--- src/rtl/led_pwm_driver_pkg.sv ---
// Shared encodings for the LED PWM driver: animation FSM states and mode selects.
package led_pkg;

    typedef enum logic [1:0] {
        HOLD_LOW  = 2'd0,
        RAMP_UP   = 2'd1,
        HOLD_HIGH = 2'd2,
        RAMP_DOWN = 2'd3
    } state_t;

    typedef enum logic [1:0] {
        MODE_OFF     = 2'd0,
        MODE_ON      = 2'd1,
        MODE_BLINK   = 2'd2,
        MODE_BREATHE = 2'd3
    } mode_t;

endpackage

--- src/rtl/led_pwm_driver_pwm_core.sv ---
// PWM engine: clock divider, free-running PWM counter, period-aligned duty latch
// and the registered LED comparator.
module pwm_core #(
    parameter int PWM_BITS = 8,
    parameter int PWM_DIV  = 4
) (
    input  logic                clk,
    input  logic                rst_n,
    input  logic                en,
    input  logic [PWM_BITS-1:0] level,
    output logic                led,
    output logic                period_end
);

    localparam int DW = (PWM_DIV > 1) ? $clog2(PWM_DIV) : 1;
    localparam logic [PWM_BITS-1:0] MAX = '1;

    logic [DW-1:0]       div_cnt;
    logic [PWM_BITS-1:0] pwm_cnt;
    logic [PWM_BITS-1:0] duty_q;
    logic                pwm_tick;

    assign pwm_tick   = (div_cnt == DW'(PWM_DIV - 1));
    assign period_end = pwm_tick && (pwm_cnt == MAX);

    always_ff @(posedge clk or negedge rst_n) begin
        if (!rst_n) begin
            div_cnt <= '0;
            pwm_cnt <= '0;
            duty_q  <= '0;
            led     <= 1'b0;
        end else begin
            div_cnt <= pwm_tick ? '0 : div_cnt + 1'b1;
            if (pwm_tick) begin
                pwm_cnt <= pwm_cnt + 1'b1;
            end
            // Duty only changes at the period boundary so a period is never split.
            if (period_end) begin
                duty_q <= level;
            end
            led <= en && ((duty_q == MAX) || (duty_q > pwm_cnt));
        end
    end

endmodule

--- src/rtl/led_pwm_driver.sv ---
// LED output stage: mode tracking, step/hold timing and the brightness animation
// FSM (blink / breathe) feeding the PWM engine.
module led_pwm_driver
    import led_pkg::*;
#(
    parameter int PWM_BITS     = 8,
    parameter int PWM_DIV      = 4,
    parameter int STEP_PERIODS = 2,
    parameter int HOLD_STEPS   = 16
) (
    input  logic                clk,
    input  logic                rst_n,
    input  logic                en,
    input  logic [1:0]          mode,
    output logic                led,
    output logic [PWM_BITS-1:0] level,
    output logic [1:0]          state,
    output logic                period_end
);

    localparam int SW = $clog2(STEP_PERIODS + 1);
    localparam int HW = $clog2(HOLD_STEPS + 1);
    localparam logic [PWM_BITS-1:0] MAX    = '1;
    localparam logic [PWM_BITS-1:0] MAX_M1 = MAX - 1'b1;

    mode_t               mode_in, mode_q;
    state_t              state_q, state_d;
    logic [PWM_BITS-1:0] level_d;
    logic [SW-1:0]       step_cnt, step_d;
    logic [HW-1:0]       hold_cnt, hold_d;
    logic                step_fire;
    logic                hold_done;

    assign mode_in   = mode_t'(mode);
    assign hold_done = (hold_cnt == HW'(HOLD_STEPS - 1));
    assign state     = state_q;

    pwm_core #(
        .PWM_BITS (PWM_BITS),
        .PWM_DIV  (PWM_DIV)
    ) u_pwm_core (
        .clk        (clk),
        .rst_n      (rst_n),
        .en         (en),
        .level      (level),
        .led        (led),
        .period_end (period_end)
    );

    always_ff @(posedge clk or negedge rst_n) begin
        if (!rst_n) begin
            mode_q   <= MODE_OFF;
            state_q  <= HOLD_LOW;
            level    <= '0;
            step_cnt <= '0;
            hold_cnt <= '0;
        end else begin
            mode_q   <= mode_in;
            state_q  <= state_d;
            level    <= level_d;
            step_cnt <= step_d;
            hold_cnt <= hold_d;
        end
    end

    always_comb begin
        state_d   = state_q;
        level_d   = level;
        step_d    = step_cnt;
        hold_d    = hold_cnt;
        step_fire = 1'b0;

        // A mode change restarts the animation even while disabled and beats a step.
        if (mode_in != mode_q) begin
            step_d = '0;
            hold_d = '0;
            if (mode_in == MODE_ON) begin
                state_d = HOLD_HIGH;
                level_d = MAX;
            end else begin
                state_d = HOLD_LOW;
                level_d = '0;
            end
        end else if (mode_q == MODE_OFF) begin
            state_d = HOLD_LOW;
            level_d = '0;
            step_d  = '0;
            hold_d  = '0;
        end else if (mode_q == MODE_ON) begin
            state_d = HOLD_HIGH;
            level_d = MAX;
            step_d  = '0;
            hold_d  = '0;
        end else if (en && period_end) begin
            if (step_cnt == SW'(STEP_PERIODS - 1)) begin
                step_d    = '0;
                step_fire = 1'b1;
            end else begin
                step_d = step_cnt + 1'b1;
            end
        end

        if (step_fire) begin
            case (state_q)
                HOLD_LOW: begin
                    level_d = '0;
                    if (hold_done) begin
                        hold_d = '0;
                        if (mode_q == MODE_BLINK) begin
                            state_d = HOLD_HIGH;
                            level_d = MAX;
                        end else begin
                            state_d = RAMP_UP;
                        end
                    end else begin
                        hold_d = hold_cnt + 1'b1;
                    end
                end
                HOLD_HIGH: begin
                    level_d = MAX;
                    if (hold_done) begin
                        hold_d = '0;
                        if (mode_q == MODE_BLINK) begin
                            state_d = HOLD_LOW;
                            level_d = '0;
                        end else begin
                            state_d = RAMP_DOWN;
                        end
                    end else begin
                        hold_d = hold_cnt + 1'b1;
                    end
                end
                RAMP_UP: begin
                    hold_d = '0;
                    if (mode_q == MODE_BLINK) begin
                        state_d = HOLD_LOW;
                        level_d = '0;
                    end else if (level >= MAX_M1) begin
                        state_d = HOLD_HIGH;
                        level_d = MAX;
                    end else begin
                        level_d = level + 1'b1;
                    end
                end
                default: begin
                    hold_d = '0;
                    // Saturating descent: anything at or below 1 lands on 0.
                    if ((mode_q == MODE_BLINK) || (level <= 1)) begin
                        state_d = HOLD_LOW;
                        level_d = '0;
                    end else begin
                        level_d = level - 1'b1;
                    end
                end
            endcase
        end
    end

endmodule

--- config.mk ---
export PLATFORM = sky130hd
export DESIGN_NAME = led_pwm_driver
export DESIGN_NICKNAME = d
export VERILOG_FILES = /design/src/rtl/led_pwm_driver_pkg.sv /design/src/rtl/led_pwm_driver_pwm_core.sv /design/src/rtl/led_pwm_driver.sv
export SDC_FILE = /design/constraint.sdc
export NUM_CORES = 1
export LEC_CHECK = 0
export BUFFER_PORTS_ARGS = -buffer_cell sky130_fd_sc_hd__clkbuf_2
export CORE_UTILIZATION = 57
export DETAILED_ROUTE_END_ITERATION = 10
export PLACE_DENSITY = 0.76
export SETUP_SLACK_MARGIN = 0.2
export SYNTH_ARGS = -nofsm -noshare
export SYNTH_HDL_FRONTEND = slang
export SYNTH_SLANG_ARGS = --single-unit
--- constraint.sdc ---
create_clock -name clk -period 3.7 [get_ports clk]
set_clock_uncertainty 0.1 [all_clocks]
set_input_delay 0.37 -clock clk [delete_from_list [all_inputs] [get_ports clk]]
set_output_delay 0.37 -clock clk [all_outputs]
set_load 0.05 [all_outputs]
After elaboration in Yosys (flattened, before gate mapping)
Index checks and enable logic that the tools add are counted.

storage, ports and cells
  register bits after elaboration = 38
  input bits = 5
  output and inout bits = 12

cells by class
  $add $sub $neg = 6
  magnitude comparators = 3
  equal/unequal tests = 11
  mux-type cells = 43
  reductions and logical operators = 10

operators with widths
  kind                                                                    count
  8-bit 2-to-1 mux                                                        12
  2-bit 2-to-1 mux                                                        18
  5-bit 2-to-1 mux                                                        6
  8-bit one-hot mux with 3 select lines                                   1
  8-bit by 1-bit adder with 8-bit output (second input constant)          2
  8-bit == test (second input constant)                                   2
  2-bit by 1-bit == test with 1-bit output (second input constant)        4
  8-bit >= comparator (second input constant)                             1
  8-bit > comparator                                                      1
  8-bit by 1-bit <= comparator with 1-bit output (second input constant)  1
  4-bit nonzero test                                                      2
  8-bit by 1-bit subtractor with 8-bit output (second input constant)     1
  2-bit == test (second input constant)                                   3
  2-bit one-hot mux with 3 select lines                                   1
  5-bit by 1-bit adder with 5-bit output (second input constant)          1
  5-bit by 4-bit == test with 1-bit output (second input constant)        1
  1-bit 2-to-1 mux                                                        5
  2-bit by 1-bit adder with 2-bit output (second input constant)          2
  2-bit logical NOT                                                       2
  1-bit logical AND                                                       3
  1-bit logical OR                                                        2
  2-bit inequality test                                                   1
  2-bit OR reduction                                                      1

Depth between registers and ports, before layout
Gate-level depths: netlist of the first run.

  word-level depth = 8
  mapped depth = 8

By module
From an unflattened synthesis of the first run, not the netlist that was laid out.

second synthesis, totals
  cell total of the unflattened synthesis = 259
  area, all modules = 2488.6 um^2

modules (own cells, without submodules)
  module          instances  cells an instance  area each (um^2)
  led_pwm_driver  1          177                1531.5
  pwm_core        1          82                 957.2

Worst setup path before layout of the first run
Ideal clock, no wire load.

  path kind = reg-to-reg
  from = register level[0]
  to = register level[4]
  library setup time = 0.087 ns
  arrival time = 2.058 ns
  required time = 3.513 ns
  slack = 1.455 ns
  stages on the path, launching flop included = 9
  buffers on the path = 0
  clock period less this slack = 2.245 ns
  cells stage by stage = dfrtp_1 -> inv_1 -> ha_1 -> nor2_1 -> nand3b_1 -> nand3_1 -> a21oi_1 -> o221ai_1 -> a22oi_1

on the way
  longest elaborated chain between the ends = 5

ends and longest elaborated chain
  what                                                            line                                          text
  start: declaration                                              led_pwm_driver.sv:16                          output logic [PWM_BITS-1:0] level,
  start signal: assignment                                        led_pwm_driver.sv:60                          level <= level_d;
  8-bit by 1-bit adder with 8-bit output (tied with other cells)  led_pwm_driver.sv:142                         level_d = level + 1'b1;
  8-bit 2-to-1 mux / 1-bit logical OR (equally long branches)     led_pwm_driver.sv:138, led_pwm_driver.sv:148
  8-bit 2-to-1 mux, on equally long branches                      led_pwm_driver.sv:135, led_pwm_driver.sv:148
  8-bit one-hot mux with 3 select lines (*)                       led_pwm_driver.sv:104                         case (state_q)
  8-bit 2-to-1 mux (*)                                            led_pwm_driver.sv:103                         if (step_fire) begin

Every way passes the cells marked *; elsewhere a longest branch is shown, timed or not.
A chain may end at the register's enable or synchronous reset.

Worst setup path after layout of the first run
Ends and elaborated chain as after synthesis.

==> flow_metrics.tcl, run 1 <==
set metrics [dict create \
    final_common_cell "dfrtp_1" \
    path_clk_slew_ns 0.08 \
    cts_made_buffers 5 \
    seqPwrFrac 0.484 \
    coreArea_um2 4060 \
    syn-num-nets 285 \
    cts_max_level 2 \
    grt_setup_unrepaired "no" \
    startpoint "level[0]$_DFFE_PN0P_" \
    grt_max_degree 39 \
    cts_root_buf "clkbuf_8" \
    syn_inst 265 \
    drive_above_1_share 0.142 \
    cts_resized 0 \
    r2r-start "level[0]$_DFFE_PN0P_" \
    grt_use_total 0.250 \
    clock_sinks 38 \
    die_y_um 67.5 \
    p_sw_frac 0.290 \
    final_max_slew_viol_count 0 \
    grt_pass1_wl_um 8450 \
    period_share 0.628 \
    arrival_ns 2.44 \
    postRouteAntennaNets 0 \
    worst_ep_required_time_ns 3.81 \
    total_power_mw 0.944 \
    nNetsFinal 300 \
    antenna_found_initial 0 \
    globalplace.congestion 0.933 \
    slew_headroom 0.374 \
    rows 23 \
    die_x_um 67.5 \
    crit_type "reg2reg" \
    finalSetupViolCount 0 \
    cts_hold_buffers 0 \
    dr.pass1.iters 5 \
    r2r_end "level[4]$_DFFE_PN0P_" \
    final_cell_mix "38 x dfrtp_1, 23 x nand2_1, 23 x o21ai_0" \
    fmax_mhz 430 \
    diodes 0 \
    finalCriticalPeriod_ns 2.33 \
    hold_violations 0 \
    drt-total-wl_um 5220 \
    cts_setup_buffers 0 \
    tightest_slew_ns 0.938 \
    crit_path_start_kind "flip-flop" \
    via_per_inst 6.14 \
    synth_warnings 0 \
    fin_tns_setup_ns 0 \
    hpwlAfterDp_um 3750 \
    p_leak_nw 1.26 \
    syn2layout_area_growth_pct 9.00 \
    design_area_um2 2670 \
    io_buffer_count 16 \
    seq_area_frac_synth 0.389 \
    ir_drop_uv 286 \
    avgSynthCellArea_um2 9.23 \
    initial_core_util 0.603 \
    drc 0 \
    rr_worst_depth 8 \
    grt_pass1_vias 1762 \
    postPlaceCellArea_um2 2560 \
    dieArea_um2 4560 \
    clkPwrFrac 0.369 \
    wl_per_cell_um 15.8 \
    crit_path_end_kind "flip-flop" \
    drt_iter0_drc 154 \
    cp_max_fo 10 \
    syn_area_um2 2450 \
    grt-ovfl-total 0 \
    status "completed" \
    cp-endpoint "level[4]$_DFFE_PN0P_" \
    vias 2031 \
    clockBufferDepth 2 \
    p_int_mw 0.670 \
    p_comb_frac 0.147 \
    synth-seq-cells 38 \
    clk_latency_ns 0.29 \
    fin_util 0.657 \
    hold_class "in2async" \
    cap_violations 0 \
    synth_edf_count 0 \
    synth_ff_type "dfrtp_1" \
    cts_tree "done" \
    rrSetupSlack_ns 1.37 \
    powerDensity_nw_per_um2 354 \
    synth_cell_types 53 \
    ios 17 \
    finalHoldWorstSlack_ns 0.108 \
    fillers 330 \
    switchingPower_mw 0.274 \
    async_flop_share 1.00 \
]
## metal layers
metal,part of all wire,vias to the layer above,track usage
met4,0.019,0,0.104
li1,-,996,-
met3,0.069,11,0.0405
met5,0,-,0
met2,0.42,87,0.356
met1,0.49,937,0.368
## worst max-delay path, cell delays in order, from the launching register on
cell and delay (ns):
dfrtp_1 0.52, inv_1 0.14, ha_1 0.27, nor2_1 0.14
nand3b_1 0.17, nand3_1 0.31, a21oi_1 0.24, o221ai_1 0.13
a22oi_1 0.23
## logic make-up after synthesis
family | Yosys count | share of synthesized area
buffers and inverters | 25 | 0.0394
DFF | 38 | 0.389
AOI/OAI and AO/OA | 64 | 0.173
muxes | 7 | 0.0322
xor gates and xnor gates | 16 | 0.0573
and+or+nand+nor | 100 | 0.232
adders and majority gates | 15 | 0.0767
## cells in the mapped netlist (2+ instances only)
master	n	area (um^2)
a31oi_1	4	25.0
xnor2_1	12	105
o22ai_1	2	12.5
o221a_2	2	22.5
mux2_2	7	78.8
nand3_1	15	75.1
nor2_1	16	60.1
o21ai_1	2	10.0
and4_1	3	26.3
nand4_1	5	31.3
xor2_1	4	35.0
nor2b_1	5	31.3
o21ai_0	23	115
a22o_1	2	17.5
and2_1	3	18.8
inv_1	16	60.1
and3_1	6	37.5
nand2b_1	2	12.5
o221ai_1	2	17.5
a211oi_1	2	15.0
ha_1	15	188
a21oi_1	7	35.0
dfrtp_1	38	951
nor4_1	3	18.8
nor3b_1	3	22.5
nor3_1	6	30.0
a22oi_1	2	15.0
clkbuf_1	7	26.3
a21o_1	4	30.0
buf_2	2	10.0
nand2_1	23	86.3
## flip-flops by register name (all words and copies together) (netlist names)
register	flops
hold_cnt	5
level	8
mode_q	2
state	2
step_cnt	2
u_pwm_core.div_cnt	2
u_pwm_core.duty_q	8
u_pwm_core.led	1
u_pwm_core.pwm_cnt	8
## power by group through the flow
stage | sequential (mW) | combinational [mW] | clock, mW
after floorplan | 0.481 | 0.0792 | 0
after global placement | 0.464 | 0.137 | 0
after detailed placement | 0.464 | 0.137 | 0
after CTS | 0.456 | 0.138 | 0.354
after global routing | 0.460 | 0.151 | 0.371
final | 0.457 | 0.138 | 0.349
## worst min path at each step
stage | startpoint | to | slack [ns] | cells after the start
2_1_floorplan | rst_n | hold_cnt[0]$_DFFE_PN0P_ | -0.03 | 0
3_3_place_gp | u_pwm_core.div_cnt[0]$_DFF_PN0_ | u_pwm_core.div_cnt[0]$_DFF_PN0_ | 0.31 | 1
3_5_place_dp | u_pwm_core.div_cnt[0]$_DFF_PN0_ | u_pwm_core.div_cnt[0]$_DFF_PN0_ | 0.32 | 1
4_1_cts | mode[1] | mode_q[1]$_DFF_PN0_ | 0.14 | 1
5_1_grt | mode[1] | mode_q[1]$_DFF_PN0_ | 0.14 | 1
6_report | rst_n | hold_cnt[1]$_DFFE_PN0P_ | 0.11 | 1
## layout make-up
type	instances	area, um^2	share of cell area
clock buffer	7	76.3	0.0286
inverter	16	60.1	0.0225
tap	50	62.6	0.0235
timing repair buffer	17	87.6	0.0328
clock inverter	1	30.0	0.0113
sequential	38	951	0.357
multi-input combinational	202	1400	0.525
## stage by stage
step           worst slack [ns]  std cells
2_1_floorplan              1.46        265
3_3_place_gp               1.42        323
3_5_place_dp               1.43        323
4_1_cts                    1.42        331
5_1_grt                    1.16        331
6_report                   1.37        331
Power figures use the tool's default switching activity.
==> run 2, diff against run 1 <==
- CORE_UTILIZATION: 57 -> 54
- PLACE_DENSITY: 0.76 -> 0.75
- clock period: 3.7 -> 2.05 ns (I/O delays scaled with it)
==> run 2 against run 1 <==
  * Critical path depth did not move
  * Wire length rose by 26%
  * Largest cell class unchanged
  * Largest power group unchanged
  * Sequential cell count did not move
  * Sequential share of layout area fell by 6.7 points
==> flow_metrics.tcl, run 2 (synthesis gave the netlist of run 1 again) <==
set metrics [dict create \
    status "completed" \
    die_x_um 69.3 \
    crit_path_start_kind "flip-flop" \
    placed_cells 339 \
    drc 0 \
    cts_made_buffers 5 \
    stdcell_count 375 \
    r2r-start "level[0]$_DFFE_PN0P_" \
    grt_max_degree 26 \
    io_buffer_count 16 \
    final_cell_mix "32 x buf_4, 27 x dfrtp_1, 20 x nand2_1" \
    min_to "u_pwm_core.led$_DFF_PN0_" \
    fmax_mhz 505 \
    path_clk_slew_ns 0.09 \
    drive_above_1_share 0.406 \
    tightest_slew_ns 0.652 \
    clk_latency_ns 0.30 \
    fillers 283 \
    r2r_end "level[3]$_DFFE_PN0P_" \
    dieArea_um2 4800 \
    diodes 0 \
    period_share 0.966 \
    p_leak_nw 1.50 \
    grt_pass1_wl_um 11000 \
    cap_violations 0 \
    vias 2281 \
    globalplace.congestion 0.980 \
    via_per_inst 6.08 \
    cts_max_level 2 \
    design_area_um2 3340 \
    grt_use_total 0.286 \
    crit_path_end_kind "flip-flop" \
    grt-ovfl-total 0 \
    dr.pass1.iters 4 \
    grt_pass1_vias 2290 \
    postRouteAntennaNets 0 \
    hold_class "in2reg" \
    place_ws_ns 0.0267 \
    arrival_ns 2.07 \
    fin_tns_setup_ns 0 \
    ir_drop_uv 497 \
    worst_ep_required_time_ns 2.14 \
    drt-total-wl_um 6560 \
    postPlaceCellArea_um2 2750 \
    initial_core_util 0.562 \
    syn2layout_area_growth_pct 36.7 \
    cp_max_fo 5 \
    reg_top3 "level (8), u_pwm_core.duty_q (8), u_pwm_core.pwm_cnt (8)" \
    clock_sinks 38 \
    cts_tree "done" \
    slew_headroom 0.565 \
    cts_root_buf "clkbuf_8" \
    ios 17 \
    finalHoldWorstSlack_ns 0.104 \
    grt_setup_unrepaired "yes" \
    rows 24 \
    final_max_slew_viol_count 0 \
    antenna_found_initial 0 \
    clockBufferDepth 2 \
    finalCriticalPeriod_ns 1.98 \
    finalSetupViolCount 0 \
    wl_per_cell_um 17.5 \
    min-delay-start "en" \
    drt_iter0_drc 218 \
    total_power_mw 1.98 \
    powerDensity_nw_per_um2 592 \
    rrSetupSlack_ns 0.07 \
    coreArea_um2 4350 \
    whs_path_depth 2 \
    hpwlAfterDp_um 4200 \
    hold_violations 0 \
    crit_type "reg2reg" \
    layout_setup_ws_ns 0.0696 \
    final_common_cell "buf_4" \
    fin_util 0.768 \
    nNetsFinal 342 \
    rr_worst_depth 8 \
    die_y_um 69.3 \
]
==> run 2: cell types whose count changed in the layout (fill, tap and decap cells not counted), moves of 6 or more <==
cell	previous run	this run
o21ai_0	23	14
buf_4	1	32
o21ai_1	2	8
dfrtp_1	38	27
dfrtp_2	0	9
==> run 2: layout make-up <==
type	count	area [um^2]	share of cell area
clock buffers	6	82.6	0.0247
well taps	52	65.1	0.0195
repair buffers	58	444	0.133
inverters	16	65.1	0.0195
clock inverters	2	60.1	0.0180
flip-flops and latches	38	970	0.290
multi-input cells	203	1660	0.496
==> run 2: power breakdown <==
group / switching [mW] / internal [mW] / leakage (nW)
Combinational: 0.208 / 0.137 / 0.947
Clock: 0.274 / 0.519 / 0.0714
Sequential: 0.0665 / 0.775 / 0.485
Total: 0.548 / 1.43 / 1.50
==> run 2: worst max-delay path, stage by stage, from the launching register on <==
cell and delay (ns):
dfrtp_4 0.55, inv_4 0.10, ha_4 0.15, nor2_2 0.04, nand3b_1 0.30, nand3_4 0.22, buf_6 0.12, o22ai_1 0.06
o221a_2 0.23
==> run 2: timing repair <==
| action | 4_1_cts | 5_1_grt |
|---|---|---|
| gates resized for setup | 18 | 41 |
| cloned | 1 | 0 |
| pin swaps | 13 | 17 |
| hold buffers | 3 | 0 |
| buffers inserted | 18 | 6 |
| hold endpoints to repair | 25 | 0 |
| setup endpoints to repair | 18 | 25 |
==> run 2: layer usage <==
metal  up-vias  global-route usage  routed length (um)
met2        88               0.477                3170
met4         0              0.0884                 138
met3        14              0.0538                 433
met5         -                   0                   0
li1       1082                   -                   -
met1      1097               0.377                2820
==> run 2: worst max-delay path by stage <==
stage	start	end	slack (ns)
after floorplan	state[1]$_DFF_PN0_	level[7]$_DFFE_PN0P_	0.14
final	level[0]$_DFFE_PN0P_	level[3]$_DFFE_PN0P_	0.07
after CTS	u_pwm_core.pwm_cnt[1]$_DFFE_PN0N_	u_pwm_core.led$_DFF_PN0_	0.15
after global placement	u_pwm_core.duty_q[1]$_DFFE_PN0N_	u_pwm_core.led$_DFF_PN0_	0.05
after detailed placement	u_pwm_core.duty_q[1]$_DFFE_PN0N_	u_pwm_core.led$_DFF_PN0_	0.03
after global routing	level[0]$_DFFE_PN0P_	level[7]$_DFFE_PN0P_	0.005
==> run 3, diff against run 2 <==
- CORE_UTILIZATION: 54 -> 56
- CTS_BUF_LIST: default -> sky130_fd_sc_hd__clkbuf_2 sky130_fd_sc_hd__clkbuf_4 sky130_fd_sc_hd__clkbuf_8
- PLACE_DENSITY: 0.75 -> 0.78
- SKIP_CTS_REPAIR_TIMING: default -> 1
==> run 3 against run 2 <==
  * Final cell count fell by 1.9%
  * Sequential cell count did not move
  * Critical path depth shrank 2
  * Die area down 3.5%
  * Sequential share of layout area rose by 0.80 points
  * Maximum frequency decreased by 3.2%
  * First-iteration DRC count increased by 52%
  * Wire length up 4.6%
  * Hold slack got worse by 0.0095 ns
  * Final area shrank 2.3%
  * Register-to-register slack worse by 0.07 ns
  * Largest cell class unchanged
==> flow_metrics.tcl, run 3 (synthesis gave the netlist of run 1 again) <==
set metrics [dict create \
    status "completed" \
    period_share 0.998 \
    final_common_cell "buf_4" \
    fmax_mhz 489 \
    worst_ep_required_time_ns 2.17 \
    via_per_inst 6.41 \
    grt-ovfl-total 0 \
    ir_drop_uv 462 \
    crit_type "reg2reg" \
    nNetsFinal 337 \
    drc 0 \
    path_clk_slew_ns 0.09 \
    p_sw_frac 0.286 \
    drive_above_1_share 0.399 \
    syn2layout_area_growth_pct 33.5 \
    cts_max_level 2 \
    wl_per_cell_um 18.6 \
    fin_util 0.799 \
    initial_core_util 0.599 \
    dr.pass1.iters 6 \
    crit_path_start_kind "flip-flop" \
    switchingPower_mw 0.569 \
    io_buffer_count 16 \
    diodes 0 \
    clk_latency_ns 0.31 \
    drt_iter0_drc 332 \
    hold_class "in2reg" \
    drt-total-wl_um 6860 \
    finalCriticalPeriod_ns 2.05 \
    cap_violations 0 \
    stdcell_count 368 \
    cts_tree "done" \
    whs_path_depth 2 \
    tightest_slew_ns 0.762 \
    slew_headroom 0.492 \
    coreArea_um2 4090 \
    postRouteAntennaNets 0 \
    vias 2358 \
    hpwlAfterDp_um 3990 \
    min-delay-start "en" \
    clockBufferDepth 2 \
    arrival_ns 2.16 \
    grt_use_total 0.276 \
    r2r-start "level[1]$_DFFE_PN0P_" \
    clkPwrFrac 0.410 \
    layout_setup_ws_ns 0.00359 \
    final_max_slew_viol_count 0 \
    hold_violations 0 \
    crit_path_end_kind "flip-flop" \
    die_y_um 68.1 \
    ios 17 \
    p_comb_frac 0.168 \
    p_int_mw 1.42 \
    antenna_found_initial 0 \
    rr_worst_depth 6 \
    startpoint "level[1]$_DFFE_PN0P_" \
    clock_sinks 38 \
    cts_root_buf "clkbuf_8" \
    p_leak_nw 1.47 \
    finalSetupViolCount 0 \
    grt_setup_unrepaired "yes" \
    reg_top3 "level (8), u_pwm_core.duty_q (8), u_pwm_core.pwm_cnt (8)" \
    cp_max_fo 9 \
    die_x_um 68.1 \
    globalplace.congestion 0.886 \
    grt_max_degree 31 \
    final_cell_mix "29 x buf_4, 24 x dfrtp_1, 22 x nand2_1" \
    place_ws_ns -0.00431 \
    powerDensity_nw_per_um2 608 \
    rows 23 \
    seqPwrFrac 0.422 \
    grt_pass1_vias 1999 \
    grt_pass1_wl_um 9400 \
    cts_made_buffers 5 \
    placed_cells 335 \
    dieArea_um2 4640 \
]
-- run 3: final cells by class --
class                           count  area, um^2
Clock buffer                        6        82.6
Multi-Input combinational cell    203        1630
Fill cell                         232         821
Tap cell                           50        62.6
Clock inverter                      2        60.1
Sequential cell                    38         973
Timing Repair Buffer               53         390
Inverter                           16        62.6
-- run 3: worst max-delay path, stage by stage (launching register included) --
cell,delay [ns]
dfrtp_4,0.53
nor4_2,0.52
nand2_1,0.16
nor3_1,0.24
a21o_1,0.12
a31oi_1,0.11
a221oi_2,0.18
-- run 3: layer usage --
metal | track usage | up-vias | wire, um | part of all wire
met2 | 0.428 | 123 | 3310 | 0.48
met3 | 0.0700 | 37 | 470 | 0.069
met4 | 0.0781 | 0 | 230 | 0.034
li1 | - | 1068 | - | -
met5 | 0 | - | 0 | 0
met1 | 0.377 | 1130 | 2850 | 0.42
-- run 3: worst paths after layout --
| path | end | slack, ns |
|---|---|---|
| max | level[7]$_DFFE_PN0P_ | 0.004 |
| min | u_pwm_core.led$_DFF_PN0_ | 0.09 |
| max reg2reg | level[7]$_DFFE_PN0P_ | 0.004 |
| min reg2reg | u_pwm_core.div_cnt[0]$_DFF_PN0_ | 0.34 |
| max in group asynchronous | u_pwm_core.pwm_cnt[2]$_DFFE_PN0N_ | 0.81 |
| min in group asynchronous | level[5]$_DFFE_PN0P_ | 0.39 |
-- run 3: power by group through the flow --
| stage | Sequential (mW) | Clock, mW | Combinational [mW] |
|---|---|---|---|
| floorplan | 0.879 | 0 | 0.164 |
| global placement | 0.849 | 0 | 0.264 |
| detailed placement | 0.850 | 0 | 0.269 |
| CTS | 0.834 | 0.809 | 0.271 |
| global route | 0.844 | 0.833 | 0.357 |
| finish | 0.839 | 0.815 | 0.333 |
-- run 3: stage by stage --
stage	power [mW]	TNS, ns	area (um^2)	hold WS (ns)
finish	1.99	0	3270	0.0944
global route	2.03	-0.273	3270	0.115
CTS	1.91	-0.0212	2870	-0.111
detailed placement	1.12	-0.00431	2730	0.214
global placement	1.11	0	2730	0.209
floorplan	1.04	0	2540	-0.191
